<file path="src/rtl/pe3_pass_ctrl.sv">
// pe3_pass_ctrl: sequences read/write address pairs for one NTT pass through PE3.
// Optional feature macro PE3_PASS_STALL_EN adds a stall input that freezes the pass in place.
module pe3_pass_ctrl #(
   parameter int NUM_BF   = 256,
   parameter int ADDR_W   = 9,
   parameter int RD_LAT   = 1,
   parameter int PIPE_LAT = 6,
   parameter int LGS_W    = 4
) (
   input  logic              clk,
   input  logic              rst,
   input  logic              start,
   input  logic [LGS_W-1:0]  lg_stride,
   input  logic              mode_ntt,
`ifdef PE3_PASS_STALL_EN
   input  logic              stall,
`endif
   output logic              rd_en,
   output logic [ADDR_W-1:0] rd_addr_u,
   output logic [ADDR_W-1:0] rd_addr_v,
   output logic              pe_sel,
   output logic              pe_sel_ntt,
   output logic              wr_en,
   output logic [ADDR_W-1:0] wr_addr_u,
   output logic [ADDR_W-1:0] wr_addr_v,
   output logic              busy,
   output logic              done
);

   localparam int              DLY    = RD_LAT + PIPE_LAT;
   localparam int              KW     = ADDR_W - 1;
   localparam logic [KW-1:0]   K_LAST = KW'(NUM_BF - 1);
   localparam logic [LGS_W-1:0] S_MAX = LGS_W'(ADDR_W - 1);

   typedef enum logic [1:0] {IDLE, RUN, DRAIN, DONE} state_t;

   state_t            state_reg;
   logic [KW-1:0]     k_reg;
   logic [KW-1:0]     k_next;
   logic [LGS_W-1:0]  s_reg;
   logic [LGS_W-1:0]  s_clamp;
   logic [LGS_W-1:0]  s_sel;
   logic              rd_en_reg;
   logic              busy_reg;
   logic              done_reg;
   logic              sel_ntt_reg;
   logic [ADDR_W-1:0] rd_u_reg;
   logic [ADDR_W-1:0] rd_v_reg;
   logic [ADDR_W-1:0] addr_u_next;
   logic [ADDR_W-1:0] addr_v_next;
   logic              dly_en_reg [DLY];
   logic [ADDR_W-1:0] dly_u_reg  [DLY];
   logic [ADDR_W-1:0] dly_v_reg  [DLY];
   logic              advance;
   logic              pending;

`ifdef PE3_PASS_STALL_EN
   assign advance = ~stall;
`else
   assign advance = 1'b1;
`endif

   // Strides beyond the address width fold onto the top address bit.
   assign s_clamp = (int'(lg_stride) > ADDR_W - 1) ? S_MAX : lg_stride;
   assign s_sel   = (state_reg == IDLE) ? s_clamp : s_reg;
   assign k_next  = (state_reg == IDLE) ? '0 : k_reg + KW'(1);

   // Insert a 0 (u) or 1 (v) at bit position s_sel of the butterfly index.
   for (genvar gi = 0; gi < ADDR_W; gi++) begin : g_ins
      if (gi == 0) begin : g_lo
         assign addr_u_next[gi] = (s_sel == '0) ? 1'b0 : k_next[gi];
         assign addr_v_next[gi] = (s_sel == '0) ? 1'b1 : k_next[gi];
      end else if (gi == ADDR_W - 1) begin : g_hi
         assign addr_u_next[gi] = (int'(s_sel) == gi) ? 1'b0 : k_next[gi-1];
         assign addr_v_next[gi] = (int'(s_sel) == gi) ? 1'b1 : k_next[gi-1];
      end else begin : g_mid
         assign addr_u_next[gi] = (int'(s_sel) > gi)  ? k_next[gi] :
                                  (int'(s_sel) == gi) ? 1'b0 : k_next[gi-1];
         assign addr_v_next[gi] = (int'(s_sel) > gi)  ? k_next[gi] :
                                  (int'(s_sel) == gi) ? 1'b1 : k_next[gi-1];
      end
   end

   // Reads still travelling through RAM + PE3; the last one leaves via stage DLY-1.
   always_comb begin
      pending = rd_en_reg;
      for (int i = 0; i < DLY - 1; i++) begin
         pending = pending | dly_en_reg[i];
      end
   end

   always_ff @(posedge clk or negedge rst) begin
      if (!rst) begin
         state_reg   <= IDLE;
         k_reg       <= '0;
         s_reg       <= '0;
         rd_en_reg   <= 1'b0;
         rd_u_reg    <= '0;
         rd_v_reg    <= '0;
         busy_reg    <= 1'b0;
         done_reg    <= 1'b0;
         sel_ntt_reg <= 1'b0;
      end else if (advance) begin
         case (state_reg)
            IDLE: begin
               done_reg <= 1'b0;
               if (start) begin
                  state_reg   <= RUN;
                  s_reg       <= s_clamp;
                  sel_ntt_reg <= mode_ntt;
                  k_reg       <= k_next;
                  rd_en_reg   <= 1'b1;
                  rd_u_reg    <= addr_u_next;
                  rd_v_reg    <= addr_v_next;
                  busy_reg    <= 1'b1;
               end
            end
            RUN: begin
               if (k_reg == K_LAST) begin
                  rd_en_reg <= 1'b0;
                  state_reg <= DRAIN;
               end else begin
                  k_reg    <= k_next;
                  rd_u_reg <= addr_u_next;
                  rd_v_reg <= addr_v_next;
               end
            end
            DRAIN: begin
               if (!pending) begin
                  state_reg <= DONE;
                  done_reg  <= 1'b1;
               end
            end
            DONE: begin
               done_reg  <= 1'b0;
               busy_reg  <= 1'b0;
               state_reg <= IDLE;
            end
            default: state_reg <= IDLE;
         endcase
      end
   end

   // Write delay line: clearing it on reset drops any reads that were in flight.
   always_ff @(posedge clk or negedge rst) begin
      if (!rst) begin
         for (int i = 0; i < DLY; i++) begin
            dly_en_reg[i] <= 1'b0;
            dly_u_reg[i]  <= '0;
            dly_v_reg[i]  <= '0;
         end
      end else if (advance) begin
         dly_en_reg[0] <= rd_en_reg;
         dly_u_reg[0]  <= rd_u_reg;
         dly_v_reg[0]  <= rd_v_reg;
         for (int i = 1; i < DLY; i++) begin
            dly_en_reg[i] <= dly_en_reg[i-1];
            dly_u_reg[i]  <= dly_u_reg[i-1];
            dly_v_reg[i]  <= dly_v_reg[i-1];
         end
      end
   end

   assign rd_en      = rd_en_reg & advance;
   assign rd_addr_u  = rd_u_reg;
   assign rd_addr_v  = rd_v_reg;
   assign wr_en      = dly_en_reg[DLY-1] & advance;
   assign wr_addr_u  = dly_u_reg[DLY-1];
   assign wr_addr_v  = dly_v_reg[DLY-1];
   assign busy       = busy_reg;
   assign pe_sel     = busy_reg;
   assign pe_sel_ntt = sel_ntt_reg;
   assign done       = done_reg & advance;

endmodule

</file>
<file path="config.mk">
export PLATFORM = sky130hd
export DESIGN_NAME = pe3_pass_ctrl
export DESIGN_NICKNAME = d
export VERILOG_FILES = /design/src/rtl/pe3_pass_ctrl.sv
export SDC_FILE = /design/constraint.sdc
export NUM_CORES = 1
export LEC_CHECK = 0
export BUFFER_PORTS_ARGS = -buffer_cell sky130_fd_sc_hd__buf_2
export CORE_MARGIN = 2
export CORE_UTILIZATION = 30
export DETAILED_ROUTE_END_ITERATION = 7
export PLACE_DENSITY_LB_ADDON = 0.12
export SYNTH_ARGS = -nofsm -noshare
export SYNTH_HDL_FRONTEND = slang
export SYNTH_SLANG_ARGS = --single-unit
</file>
<file path="constraint.sdc">
create_clock -name clk -period 2.5 [get_ports clk]
set_clock_uncertainty 0.15 [all_clocks]
set_input_delay 0.375 -clock clk [delete_from_list [all_inputs] [get_ports clk]]
set_output_delay 0.375 -clock clk [all_outputs]
set_load 0.005 [all_outputs]
</file>
Yosys cells after proc, flatten, opt, wreduce, memory -nomap -nowiden
Cells that the tools add are included.
Cells by class
  $lt $le $gt $ge: 8
  bitwise logic cells: 6
  div/mod/pow operators: 0
  multiplexer cells: 54
  add/sub/neg operators: 1
  eq/ne operators: 16
  multiply operators: 0
  shift operators: 0
  reductions and logical operators: 12
Operators with widths (number)
  $mux W9: 4
  $pmux W9 S2: 2
  $mux W1: 35
  $mux W8: 3
  $eq A4 B4 Y1 const B: 5
  $gt A4 B3 Y1 const B: 4
  $pmux W8 S2: 1
  $reduce_and A3 Y1: 3
  $add A8 B1 Y8 const B: 1
  $eq A4 B3 Y1 const B: 2
  $eq A8 B8 Y1 const B: 1
  $gt A4 B2 Y1 const B: 2
  $mux W4: 2
  $ne A2 B2 Y1 const B: 4
  $pmux W2 S4: 1
  $mux W2: 3
  $or A1 B1 Y1: 6
  $pmux W1 S2: 3
  $reduce_and A2 Y1: 3
  $reduce_bool A2 Y1: 3
  $eq A2 B2 Y1 const B: 2
  $eq A4 B2 Y1 const B: 1
  $gt A4 B1 Y1 const B: 1
  $gt A4 B4 Y1 const B: 1
  4 further kinds: 4
Storage, ports and cells
  bits in latches: 0
  output and inout bits: 42
  flip-flop bits (word level): 169
  bits of input ports: 8
  memories kept: 0
  memory bits (read-only): 0
  RAM bits: 0
  logic and storage cells: 127

Longest topological paths before layout
  depth in word-level cells: 8
  depth in mapped cells: 9
  mapped depth without buffers: 7

Worst setup path before layout
No wires, ideal clock.
  path type: register -> register
  start point: register state_reg[0]
  end point: register rd_u_reg[5], in the netlist rd_addr_u[5]
  required time: 2267 ps
  buffers on the path: 1
  path slack: 583 ps
  clock period less this slack: 1917 ps
  cell stages (with the launch flop): 9
  data arrival time: 1685 ps
  library setup time: 83 ps
  cells stage by stage: dfrtp_1 > inv_1 > ha_1 > buf_2 > mux2i_2 > o21ai_0 > or3_1 > o31a_1 > o21ai_0
On the way
  word-level cells in the longest chain between the ends: 7
  elaborated cells between the ends (all ways): 15
  classes of those cells: order compare (1); eq/ne (4); mux (7); reduce/logical (3)
Ends and longest elaborated chain
  start, declared: line 37  | state_t state_reg;
  start signal, assigned: line 94  | state_reg <= IDLE;
  start signal, assigned: line 108  | state_reg <= RUN;
  start signal, assigned: line 121  | state_reg <= DRAIN;
  branches (longest 7 deep; another with $gt A4 B3 Y1)
  end signal, assigned: line 113  | rd_u_reg <= addr_u_next;
  end signal, assigned: line 124  | rd_u_reg <= addr_u_next;
  end, declared: line 47  | logic [ADDR_W-1:0] rd_u_reg;
Parallel ways; which one is timed is not known. The select of a mux whose other input is x is not followed.
A chain may end at the register's enable or synchronous reset.

Final worst setup path
  start point: register state_reg[0]
  end point: register rd_v_reg[1], in the netlist rd_addr_v[1]
On the way
  word-level cells in the longest chain between the ends: 7
  elaborated cells between the ends (all ways): 15
  classes of those cells: order compare (1); eq/ne (4); mux (7); reduce/logical (3)
Ends and longest elaborated chain
  branches (longest 7 deep; another with $gt A4 B1 Y1)
  end signal, assigned: line 114  | rd_v_reg <= addr_v_next;
  end signal, assigned: line 125  | rd_v_reg <= addr_v_next;
  end, declared: line 48  | logic [ADDR_W-1:0] rd_v_reg;
Parallel ways; which one is timed is not known. The select of a mux whose other input is x is not followed.

==> flow_summary.toml <==
[sta]
timing.slew.headroom_pct = 60.6
timing.final.crit_period_ns = 2.24
maxClockFrequency_mhz = 446
worst_pin_slew_ns = 0.590
finalSetupViolations = 0
worst_case_setup_margin_in_the_final_layout_ns = 0.256
totalNegativeSetupSlack_ns = 0
slew_viol_final = 0
final-hold-violation-count = 0
rsz_0062_raised_after_global_routing = "false"
layout_worst_path_cycle_share_pct = 89.8

[pwr]
p_per_area_mw_per_mm2 = 1310
seqPwrFrac_pct = 48.5
swShare_pct = 30.1
combPwrFrac_pct = 22.4
power_report.internal_total_w = 0.00598
p_sw_w = 0.00257
p_leak_nw = 3.19
ir_worst_vdd_uv = 523
clockPowerShare_pct = 29.1

[layout]
nNetsFinal = 437
drive_above_1_share_pct = 23.9
num_antenna_cells = 0
stdcell_area_mm2 = 0.00654
filler_cell_count = 1792
stdcell_count = 665
layout-area-overhead-vs-synth_pct = 18.4

[clock_tree]
clock_latency_ns = 0.42
root_buffer = "clkbuf_16"
cts_buffer_depth = 2
tritoncts = "built"
clock_transition_at_path_regs_ns = 0.06
cts_sinks = 169
clock_tree.htree_level_count = 4
cts_made_buffers = 17
cts_setup_buffers = 0

[worst_setup_path]
worstSetupStartpointType = "register"
r2r-start = "state_reg[0]"
critPathRequiredTime_ns = 2.64
endpoint_kind = "register"
path_max_fanout = 24
r2r_end = "rd_addr_v[1]"
rr_worst_depth = 8
r2r_slack_ns = 0.26
critPathKind = "register to register"
critPathArrivalTime_ns = 2.39

[global_routing]
grt_max_degree = 65
via_count_of_the_first_global_routing_pass = 2875
wire_length_of_the_first_global_routing_pass_um = 16000
global_route.usage.total_pct = 10.6
grt.overflow.total = 0
initial_antenna_violation_count = 0

[run]
cap_viol_max_count = 0

[logic_synthesis]
synth_area_per_cell_um2 = 14.7
synth_edf_count = 0
synth_top_area_share_pct = 76.6
yosysWarningCount = 0
synthesis.instances = 375
cell_with_the_most_instances_after_synthesis = "dfrtp_1"
synth_top_cell_by_area = "dfrtp_1"
synthesis.area_mm2 = 0.00552
synth_ff_type = "dfrtp_1"
share_of_synthesized_area_occupied_by_flip_flops_and_latches_pct = 76.6
mappedNetlistNets = 389
synth_seq_cells = 169
netlist-cell-type-count = 43
synth.area.top_cells = "dfrtp_1, buf_4, nand2_1, o21ai_0, mux2_2"
netlist_top_cells_count = "dfrtp_1, nand2_1, o21ai_0"
synth_async_sr_flop_share_pct = 100

[detailed_routing]
vias_per_cell = 4.23
drtPass1Iterations = 6
remaining_drc_errors = 0
detailroute.via_count = 2814
totalWireLength_um = 9410
iteration_0_drc_markers = 157
routedWlPerCell_um = 14.2
antenna_violating_nets_post_route = 0

[placed_design]
placement_cell_area_mm2 = 0.00595
routabilityCongestion = 0.799
placement.io_buffers = 49
hpwlAfterDp_um = 6230
dp_cells = 632
pre_cts_slack_ns = 0.196

[worst_hold_path]
holdPathStages = 2
holdCritPathClass = "input pin to register"
worst_hold_path.endpoint = "pe_sel_ntt"
hp-start = "mode_ntt"

[status]
outcome = "complete, no violations"

[floorplanning]
fp.dieArea_mm2 = 0.0195
die-height_um = 140
fp-row-count = 49
coreArea_mm2 = 0.0180
top_level_ports = 50
initial_core_util_pct = 30.6
floorplan.die.width_um = 140
[layout by cell type (no fill, tap or decap), types with 2 or more instances in the layout]
cell and count:
inv_6 2, nand3b_1 3, or3_1 2, a2bb2oi_1 2
o22ai_1 3, nand2b_1 9, a22o_1 2, nand3_1 5
mux2i_1 5, mux2_2 9, o21ai_0 22, nor3_1 7
nor2_1 14, nor2b_1 5, dfrtp_1 169, clkbuf_8 2
a21oi_1 10, o31ai_1 3, xnor2_1 2, buf_2 48
clkinvlp_4 2, o22a_1 2, buf_12 2, buf_4 7
a21o_1 5, nand2_1 35, clkbuf_16 17, ha_1 5
inv_1 7, clkinv_4 3, clkinv_2 3, xor2_1 2
[routing by layer]
| metal | global-route usage [%] | up-vias | part of all wire (%) |
|---|---|---|---|
| li1 | - | 1337 | - |
| met1 | 14.6 | 1407 | 48 |
| met2 | 15.4 | 51 | 46 |
| met3 | 3.23 | 19 | 3.7 |
| met4 | 5.37 | 0 | 2.1 |
| met5 | 0 | - | 0 |
[logic make-up after synthesis]
| kind of cell | count (synthesis) | share of synthesized area (%) |
|---|---|---|
| flops | 169 | 76.6 |
| compound gates | 62 | 7.25 |
| simple gates | 82 | 6.98 |
| fa+ha+maj | 6 | 1.36 |
| buf+inv | 37 | 4.17 |
| mux | 15 | 2.99 |
| xor+xnor | 4 | 0.635 |
[per-stage QoR]
step                      total power, W  utilization, %  hold slack [ns]
final                            0.00855            36.3           0.0337
after global routing             0.00916            36.3           0.0199
after CTS                        0.00870            36.2           0.0105
after detailed placement         0.00615            33.0            0.185
after global placement           0.00610            33.0            0.181
after floorplan                  0.00549               -          -0.0706
[worst max path at each step]
stage	depth (start not counted)	slack, ns	endpoint	start
floorplan	8	0.58	rd_addr_u[5]	state_reg[0]
finish	8	0.26	rd_addr_v[1]	state_reg[0]
CTS	8	0.18	rd_addr_u[5]	state_reg[0]
global placement	8	0.22	rd_addr_u[5]	state_reg[0]
global route	8	0.06	rd_addr_v[1]	state_reg[0]
detailed placement	8	0.20	rd_addr_u[5]	state_reg[0]
[final cells by class]
class / instances / area, µm² / share of cell area, %
inverters: 7 / 26.3 / 0.402
multi-input cells: 169 / 1070 / 16.3
well taps: 229 / 287 / 4.38
repair buffers: 59 / 354 / 5.42
flip-flops and latches: 169 / 4230 / 64.7
clock inverters: 12 / 115 / 1.76
clock buffers: 20 / 457 / 6.99
[power groups by stage]
stage	sequential (W)	combinational (W)	clock, W
after floorplan	0.00409	0.00140	0
after global placement	0.00419	0.00192	0
after detailed placement	0.00422	0.00193	0
after CTS	0.00418	0.00194	0.00259
after global routing	0.00428	0.00215	0.00272
final	0.00415	0.00191	0.00249
[worst max-delay path: stages, from the launching register on]
cell     delay [ns]
dfrtp_1        0.40
inv_1          0.10
ha_2           0.25
buf_4          0.22
nor3_1         0.32
a21o_1         0.22
nand2_1        0.15
mux2i_1        0.20
o21ai_0        0.10
[what timing repair did]
action / in CTS / in global routing
endpoints found under the setup margin: 0 / 2
hold endpoints to repair: 59 / 0
resized for setup: 0 / 2
hold buffers: 1 / 0
No activity file was read; power rests on OpenSTA's default activity.
